===== src/rtl/soma_array.sv =====
// soma_array: NUM_CH integrate-and-fire neuron channels with refractory period and axon delay.
// Define SOMA_ARRAY_LEAK_EN to enable the per-tick shift leak (V -= V >> leak_shift).
module soma_array #(
    parameter int NUM_CH = 4,
    parameter int V_W    = 16,
    parameter int W_W    = 16,
    localparam int CW    = (NUM_CH > 1) ? $clog2(NUM_CH) : 1
) (
    input  logic              clk,
    input  logic              rst_n,
    input  logic              en,
    input  logic              kill,
    input  logic              cfg_we,
    input  logic [CW-1:0]     cfg_ch,
    input  logic [31:0]       cfg_data,
    input  logic              tick,
    input  logic              in_valid,
    input  logic [CW-1:0]     in_ch,
    input  logic [W_W-1:0]    in_weight,
    output logic              in_ready,
    output logic [NUM_CH-1:0] spike_vec,
    output logic [NUM_CH-1:0] overrun
);
    logic [7:0]     r_vth   [NUM_CH];
    logic [7:0]     r_shift [NUM_CH];
    logic [7:0]     r_rtime [NUM_CH];
    logic [7:0]     r_delay [NUM_CH];
    logic [V_W-1:0] r_v     [NUM_CH];
    logic [7:0]     r_refr  [NUM_CH];
    logic [7:0]     r_dly   [NUM_CH];
    logic           r_pend  [NUM_CH];
    logic           r_spike [NUM_CH];
    logic           r_ovr   [NUM_CH];
    logic           w_acc;

    assign in_ready = en & ~kill & ~cfg_we;
    assign w_acc    = in_valid & in_ready;

    for (genvar c = 0; c < NUM_CH; c++) begin : g_ch
        logic [V_W-1:0] w_vl, w_vn;
        logic [V_W:0]   w_sum;
        logic           w_hit, w_fire, w_emit, w_cfg, w_unused_shift;
`ifdef SOMA_ARRAY_LEAK_EN
        assign w_vl = tick ? r_v[c] - (r_v[c] >> r_shift[c]) : r_v[c];
`else
        assign w_vl = r_v[c];
`endif
        assign w_unused_shift = ^r_shift[c];
        assign w_sum  = {1'b0, w_vl} + {{(V_W + 1 - W_W){1'b0}}, in_weight};
        assign w_hit  = w_acc && in_ch == CW'(c) && r_refr[c] == 8'd0;
        assign w_vn   = !w_hit ? w_vl : w_sum[V_W] ? {V_W{1'b1}} : w_sum[V_W-1:0];
        assign w_fire = r_refr[c] == 8'd0 && 32'(w_vn) >= 32'(r_vth[c]);
        assign w_emit = r_pend[c] && r_dly[c] == 8'd0;
        assign w_cfg  = cfg_we && cfg_ch == CW'(c);
        assign spike_vec[c] = r_spike[c];
        assign overrun[c]   = r_ovr[c];

        // A due spike is still emitted on a refire edge; only a spike still in flight is lost.
        always_ff @(posedge clk or negedge rst_n) begin
            if (!rst_n) begin
                r_vth[c]   <= '0;
                r_shift[c] <= '0;
                r_rtime[c] <= '0;
                r_delay[c] <= '0;
                r_v[c]     <= '0;
                r_refr[c]  <= '0;
                r_dly[c]   <= '0;
                r_pend[c]  <= 1'b0;
                r_spike[c] <= 1'b0;
                r_ovr[c]   <= 1'b0;
            end else if (!en) begin
                r_spike[c] <= 1'b0;
            end else if (kill) begin
                r_v[c]     <= '0;
                r_refr[c]  <= '0;
                r_dly[c]   <= '0;
                r_pend[c]  <= 1'b0;
                r_spike[c] <= 1'b0;
                r_ovr[c]   <= 1'b0;
            end else if (w_cfg) begin
                r_vth[c]   <= cfg_data[31:24];
                r_shift[c] <= cfg_data[23:16];
                r_rtime[c] <= cfg_data[15:8];
                r_delay[c] <= cfg_data[7:0];
                r_v[c]     <= '0;
                r_refr[c]  <= '0;
                r_dly[c]   <= '0;
                r_pend[c]  <= 1'b0;
                r_spike[c] <= 1'b0;
            end else begin
                r_spike[c] <= w_emit;
                r_v[c]     <= w_fire ? '0 : w_vn;
                r_refr[c]  <= w_fire ? r_rtime[c] : (tick && r_refr[c] != 8'd0) ? r_refr[c] - 8'd1 : r_refr[c];
                r_dly[c]   <= w_fire ? r_delay[c] : (r_pend[c] && tick && r_dly[c] != 8'd0) ? r_dly[c] - 8'd1 : r_dly[c];
                r_pend[c]  <= w_fire | (r_pend[c] & ~w_emit);
                if (w_fire && r_pend[c] && !w_emit)
                    r_ovr[c] <= 1'b1;
            end
        end
    end
endmodule


===== config.mk =====
export PLATFORM = sky130hd
export DESIGN_NAME = soma_array
export DESIGN_NICKNAME = d
export VERILOG_FILES = /design/src/rtl/soma_array.sv
export SDC_FILE = /design/constraint.sdc
export NUM_CORES = 1
export LEC_CHECK = 0
export CAP_MARGIN = 0
export CORE_ASPECT_RATIO = 2
export CORE_UTILIZATION = 24
export DETAILED_ROUTE_END_ITERATION = 7
export HOLD_SLACK_MARGIN = 0.05
export SLEW_MARGIN = 10
export SYNTH_ARGS = -nofsm -noshare
export SYNTH_HDL_FRONTEND = slang
export SYNTH_SLANG_ARGS = --single-unit

===== constraint.sdc =====
create_clock -name clk -period 6.6 [get_ports clk]
set_input_delay 1.65 -clock clk [delete_from_list [all_inputs] [get_ports clk]]
set_output_delay 1.65 -clock clk [all_outputs]
set_load 0.005 [all_outputs]

# Yosys cells after proc, flatten, opt, wreduce, memory -nomap -nowiden
# Index checks and enable logic that the tools add are counted.
# totals
register_bits	236
inputBits	59
output_inout_bits	9
elab_cells	253
# op_classes
addsub	12
n_lt_le_gt_ge	4
eq_ne	10
n_mux	84
bitwise	17
reduce_logical	90
# ops
cell	n
$mux 16	20
$mux 8	32
$add 16x16->17	4
$ge 16x8->1	4
$logic_not 8->1	8
$reduce_bool 8->1	8
$sub 8x1->8 const B	8
$logic_and 1x1->1	40
$mux 1	32
$reduce_bool 4->1	8
$reduce_and 3->1	8
$reduce_and 2->1	8
$eq 2x2->1 const B	4
$ne 2x2->1 const B	4
$reduce_bool 2->1	4
$and 1x1->1	7
$not 1->1	6
$eq 2x1->1 const B	2
$logic_not 1->1	4
$logic_not 2->1	2
$or 1x1->1	4

# Depth between registers and ports, before layout
# depth
ltp_word	14
mapped_depth	22
ltp_nobuf	20

# Worst setup path after synthesis
# No wires, ideal clock.
# synth_timing
kind	input-to-reg
startpoint	input in_weight[0]
endpoint	register r_refr[14] in the netlist's numbering
setup_time_ns	0.068
arrival_ns	5.920
t_required_ns	6.532
setup_slack_ns	0.612
cell_stages	21
n_path_buf	2
path_cell_list	ha_1 -> fa_1 -> a211oi_1 -> o21a_1 -> a21bo_2 -> o211ai_1 -> a311o_1 -> buf_2 -> o22ai_1 -> ha_1 -> nand2b_1 -> a21o_1 -> a21oi_1 -> o21ai_0 -> a211oi_1 -> o21ai_0 -> a2111oi_2 -> a21boi_1 -> buf_6 -> a2111oi_0 -> a32o_1
# synth_between
elab_chain_cells	8
elab_cells_between_ends	10
classes_between	1 x add/sub; 1 x order compare; 5 x mux; 3 x reduce/logical
# synth_lines
item	line_no	source
start: declaration	19	input logic [W_W-1:0] in_weight,
$add 16x16->17 *	49	assign w_sum = {1'b0, w_vl} + {{(V_W + 1 - W_W){1'b0}}, in_weight};
$mux 16 * (2 in series)	51	assign w_vn = !w_hit ? w_vl : w_sum[V_W] ? {V_W{1'b1}} : w_sum[V_W-1:0];
$ge 16x8->1 *	52	assign w_fire = r_refr[c] == 8'd0 && 32'(w_vn) >= 32'(r_vth[c]);
$logic_and 1x1->1 *	52	
$mux 8	93	r_refr[c] <= w_fire ? r_rtime[c] : (tick && r_refr[c] != 8'd0) ? r_refr[c] - 8'd1 : r_refr[c];
$mux 8	80	end else if (w_cfg) begin
$mux 8	73	end else if (kill) begin
end signal: indexed assignment	93	
end: declaration	29	logic [7:0] r_refr [NUM_CH];
# Every way passes the cells marked *; elsewhere a longest branch is shown, timed or not.
# A chain may end at the register's enable or synchronous reset.

# Final worst setup path
# layout_timing
startpoint	input in_weight[1]
endpoint	register r_dly[30] in the netlist's numbering
# layout_between
elab_chain_cells	8
elab_cells_between_ends	10
classes_between	1 x add/sub; 1 x order compare; 5 x mux; 3 x reduce/logical
# layout_lines
item	line_no	source
$add 16x16->17 *	49	
$mux 16 * (2 in series)	51	
$ge 16x8->1 *	52	
$logic_and 1x1->1 *	52	
$mux 8	94	r_dly[c] <= w_fire ? r_delay[c] : (r_pend[c] && tick && r_dly[c] != 8'd0) ? r_dly[c] - 8'd1 : r_dly[c];
$mux 8	80	
$mux 8	73	
end signal: indexed assignment	94	
end: declaration	30	logic [7:0] r_dly [NUM_CH];
# Marked as above.

==> summary.txt <==
net switching power = 1760 uW
area grow syn2layout = 22.6%
# DRC = 0
final wirelength = 53300 um
Buffers on Ports = 59
fillcell total = 6834
NumNets Final = 2019
cts-stage hold buffer count = 0
Clk pwr share = 28.4%
total core area = 0.0647 sq mm
die span in x = 183 um
antenna cells = 0
1st-iter DRT viols = 758
RSZ-0062 raised after global routing = false
sw frac = 35.4%
Comb power frac = 33.4%
Worst Path Required = 7.01 ns
vias in the first global route = 14623
Yosys reg bits = 236
status = finished, final reports clean
GRT Total Usage = 16.1%
Worst-path clk slew = 0.06 ns
Post-Syn Area = 0.0157 sq mm
Pins Over Slew Limit = 0
dpl ws = -0.561 ns
register area share after synthesis = 37.6%
CTS Buf Count = 23
TritonRoute pass-1 iters = 5
P_leak = 0.00858 uW
final instance area = 0.0192 sq mm
arrival time worst endpoint = 6.77 ns
fmax = 157 MHz
clk sinks = 236
Synth Instances = 1662
Critical Path End Type = flop
gr ovfl total = 0
initial antenna violation count = 2
Distinct cells, synth = 101
DR WL/cell = 19.5 um
Worst VDD drop = 0.193 mV
Post-DRT Antenna Nets = 0
HPWL after detailed placement = 41800 um
Post-synth EDFFs = 0
Top FF cell, synth = dfrtp_1
DR vias/cell = 5.11
Rows = 132
Syn Area/Cell = 9.44 sq um
GP Congestion = 0.953
Clk Latency, worst-skew pair = 0.53 ns
Fin Hold WS = 0.505 ns
CTS tree = built
layout cell share with drive strength beyond 1 = 18.3%
max-cap violation count = 0
YS warnings = 0
pwr dens = 259 mW/mm^2
largest net degree at the start of global routing = 94
Sequential Power Share = 38.2%
Slew @ Worst Pin = 1.11 ns
Chip Height = 364 um
internal cell power = 3220 uW
Slew headroom = 26.1%
die area = 0.0665 sq mm
via count = 13957
Initial Utilization = 24.2%
CP max FO = 5
first-pass GRT wire length = 82700 um
total negative slack = 0 ns
ys async rst share = 100%
Final Skew = 0.0140 ns
minimum clock period = 6.36 ns
type of the worst setup path = input pin to flop
final worst setup slack = 0.240 ns
Hold/Removal Path Class = flop to flop
Max clock buf depth = 3
io pins = 68
CTS root buf = clkbuf_16
Post-Syn Nets = 1833
Tcrit/Tclk final = 96.4%
H-Tree Depth = 1
final setup fails = 0
final hold vios = 0
placed instance area = 0.0184 sq mm
kind of start point of the critical path = input pin
[synth_stat cells (31+ instances only)]
master     number  area share [%]
mux2_2         72             5.2
a31oi_1        31             1.2
o21ai_0        78             2.5
dfrtp_1       236              38
nand3_1        32             1.0
inv_1          83             2.0
mux2i_1        39             2.5
nor2_1        133             3.2
ha_1          108             8.6
a21oi_1        91             2.9
o21ai_1        33             1.1
nor3_1         43             1.4
o2bb2ai_1      34             1.9
clkbuf_1       52             1.2
nand2_1       110             2.6
[logic make-up after synthesis]
group,share of synthesized area (%)
xor gates and xnor gates,2.62
AOI/OAI and AO/OA,22.3
muxes,7.73
buffers and inverters,3.93
adders and majority gates,9.12
and+or+nand+nor,16.7
DFF,37.6
[final timing paths]
check	startpoint	end	slack (ns)	cells after the start
min reg2reg	r_delay[9]$_DFFE_PN0P_	r_delay[9]$_DFFE_PN0P_	0.50	1
min in group asynchronous	rst_n	spike_vec[0]$_DFF_PN0_	1.11	1
max reg2reg	g_ch[2].w_vl[0]$_DFFE_PN0P_	g_ch[2].w_vl[11]$_DFFE_PN0P_	1.48	20
max in group asynchronous	rst_n	r_delay[18]$_DFFE_PN0P_	4.23	2
min	r_delay[9]$_DFFE_PN0P_	r_delay[9]$_DFFE_PN0P_	0.50	1
max	in_weight[1]	r_dly[30]$_DFFE_PN0P_	0.24	21
[power by group through the flow]
stage,combinational (uW),sequential [uW],clock [uW]
final,1660,1910,1420
after global routing,1830,1940,1510
after CTS,1640,1900,1450
after detailed placement,1640,1930,0
after global placement,1580,1920,0
after floorplan,1150,1860,0
[routing by layer]
layer | routed length (um) | vias to the layer above | GRT usage [%]
li1 | - | 6573 | -
met4 | 5200 | 2 | 13.7
met3 | 1340 | 164 | 1.23
met5 | 12 | - | 0
met1 | 18400 | 6880 | 15.3
met2 | 28400 | 338 | 31.0
[timing repair]
action                                  CTS  global route
gates resized for setup                   1            12
endpoints found under the setup margin   22            85
buffers inserted                          0             3
pin swaps                                 2             4
[sequential cells by signal, summed over array words and instances (netlist names)]
signal,flops
r_refr,32
g_ch.w_vl,64
r_rtime,32
r_pend,4
spike_vec,4
overrun,4
r_vth,32
r_delay,32
r_dly,32
[layout by cell type (no fill, tap or decap), types with 21 or more instances in the layout]
master	netlist	routed
a21o_1	23	23
a21oi_1	91	89
a31oi_1	31	31
buf_4	2	167
clkbuf_16	0	23
clkdlybuf4s50_1	0	56
dfrtp_1	236	236
ha_1	108	108
inv_1	83	82
mux2_2	72	72
mux2i_1	39	39
nand2_1	110	110
nand3_1	32	32
nor2_1	133	130
nor3_1	43	43
o211ai_1	22	22
o21a_1	24	24
o21ai_0	78	78
o21ai_1	33	32
o22ai_1	22	21
o2bb2ai_1	34	34
o31ai_1	22	22
xnor2_1	28	28
[cell type report]
type | count | area, sq um | share of cell area [%]
Tap cell | 871 | 1090 | 5.66
Timing Repair Buffer | 230 | 1930 | 10.0
Sequential cell | 236 | 5910 | 30.7
Multi-Input combinational cell | 1271 | 9230 | 47.9
Inverter | 86 | 323 | 1.68
Clock inverter | 8 | 129 | 0.670
Clock buffer | 31 | 646 | 3.35
[worst max-delay path, stage by stage]
cell             delay (ns)
clkdlybuf4s50_1        0.52
buf_12                 0.15
buf_4                  0.13
fa_1                   0.21
a211oi_2               0.09
o21a_1                 0.23
a2111o_1               0.48
a31oi_1                0.35
o22ai_1                0.19
ha_1                   0.30
nand2b_1               0.14
a31oi_1                0.23
o21ai_0                0.18
a211oi_2               0.24
o21ai_1                0.10
or4_4                  0.53
o31ai_4                0.37
buf_4                  0.18
mux2_1                 0.31
a21oi_1                0.15
nor2_1                 0.06
[through the flow]
| step | power [uW] | utilization [%] | instances |
|---|---|---|---|
| after detailed placement | 3560 | 28.4 | 2691 |
| after floorplan | 3010 | - | 1662 |
| after CTS | 5000 | 29.6 | 2730 |
| after global routing | 5270 | 29.7 | 2733 |
| after global placement | 3500 | 28.4 | 2691 |
| final | 4990 | 29.7 | 2733 |
No activity file was read; power rests on OpenSTA's default activity.
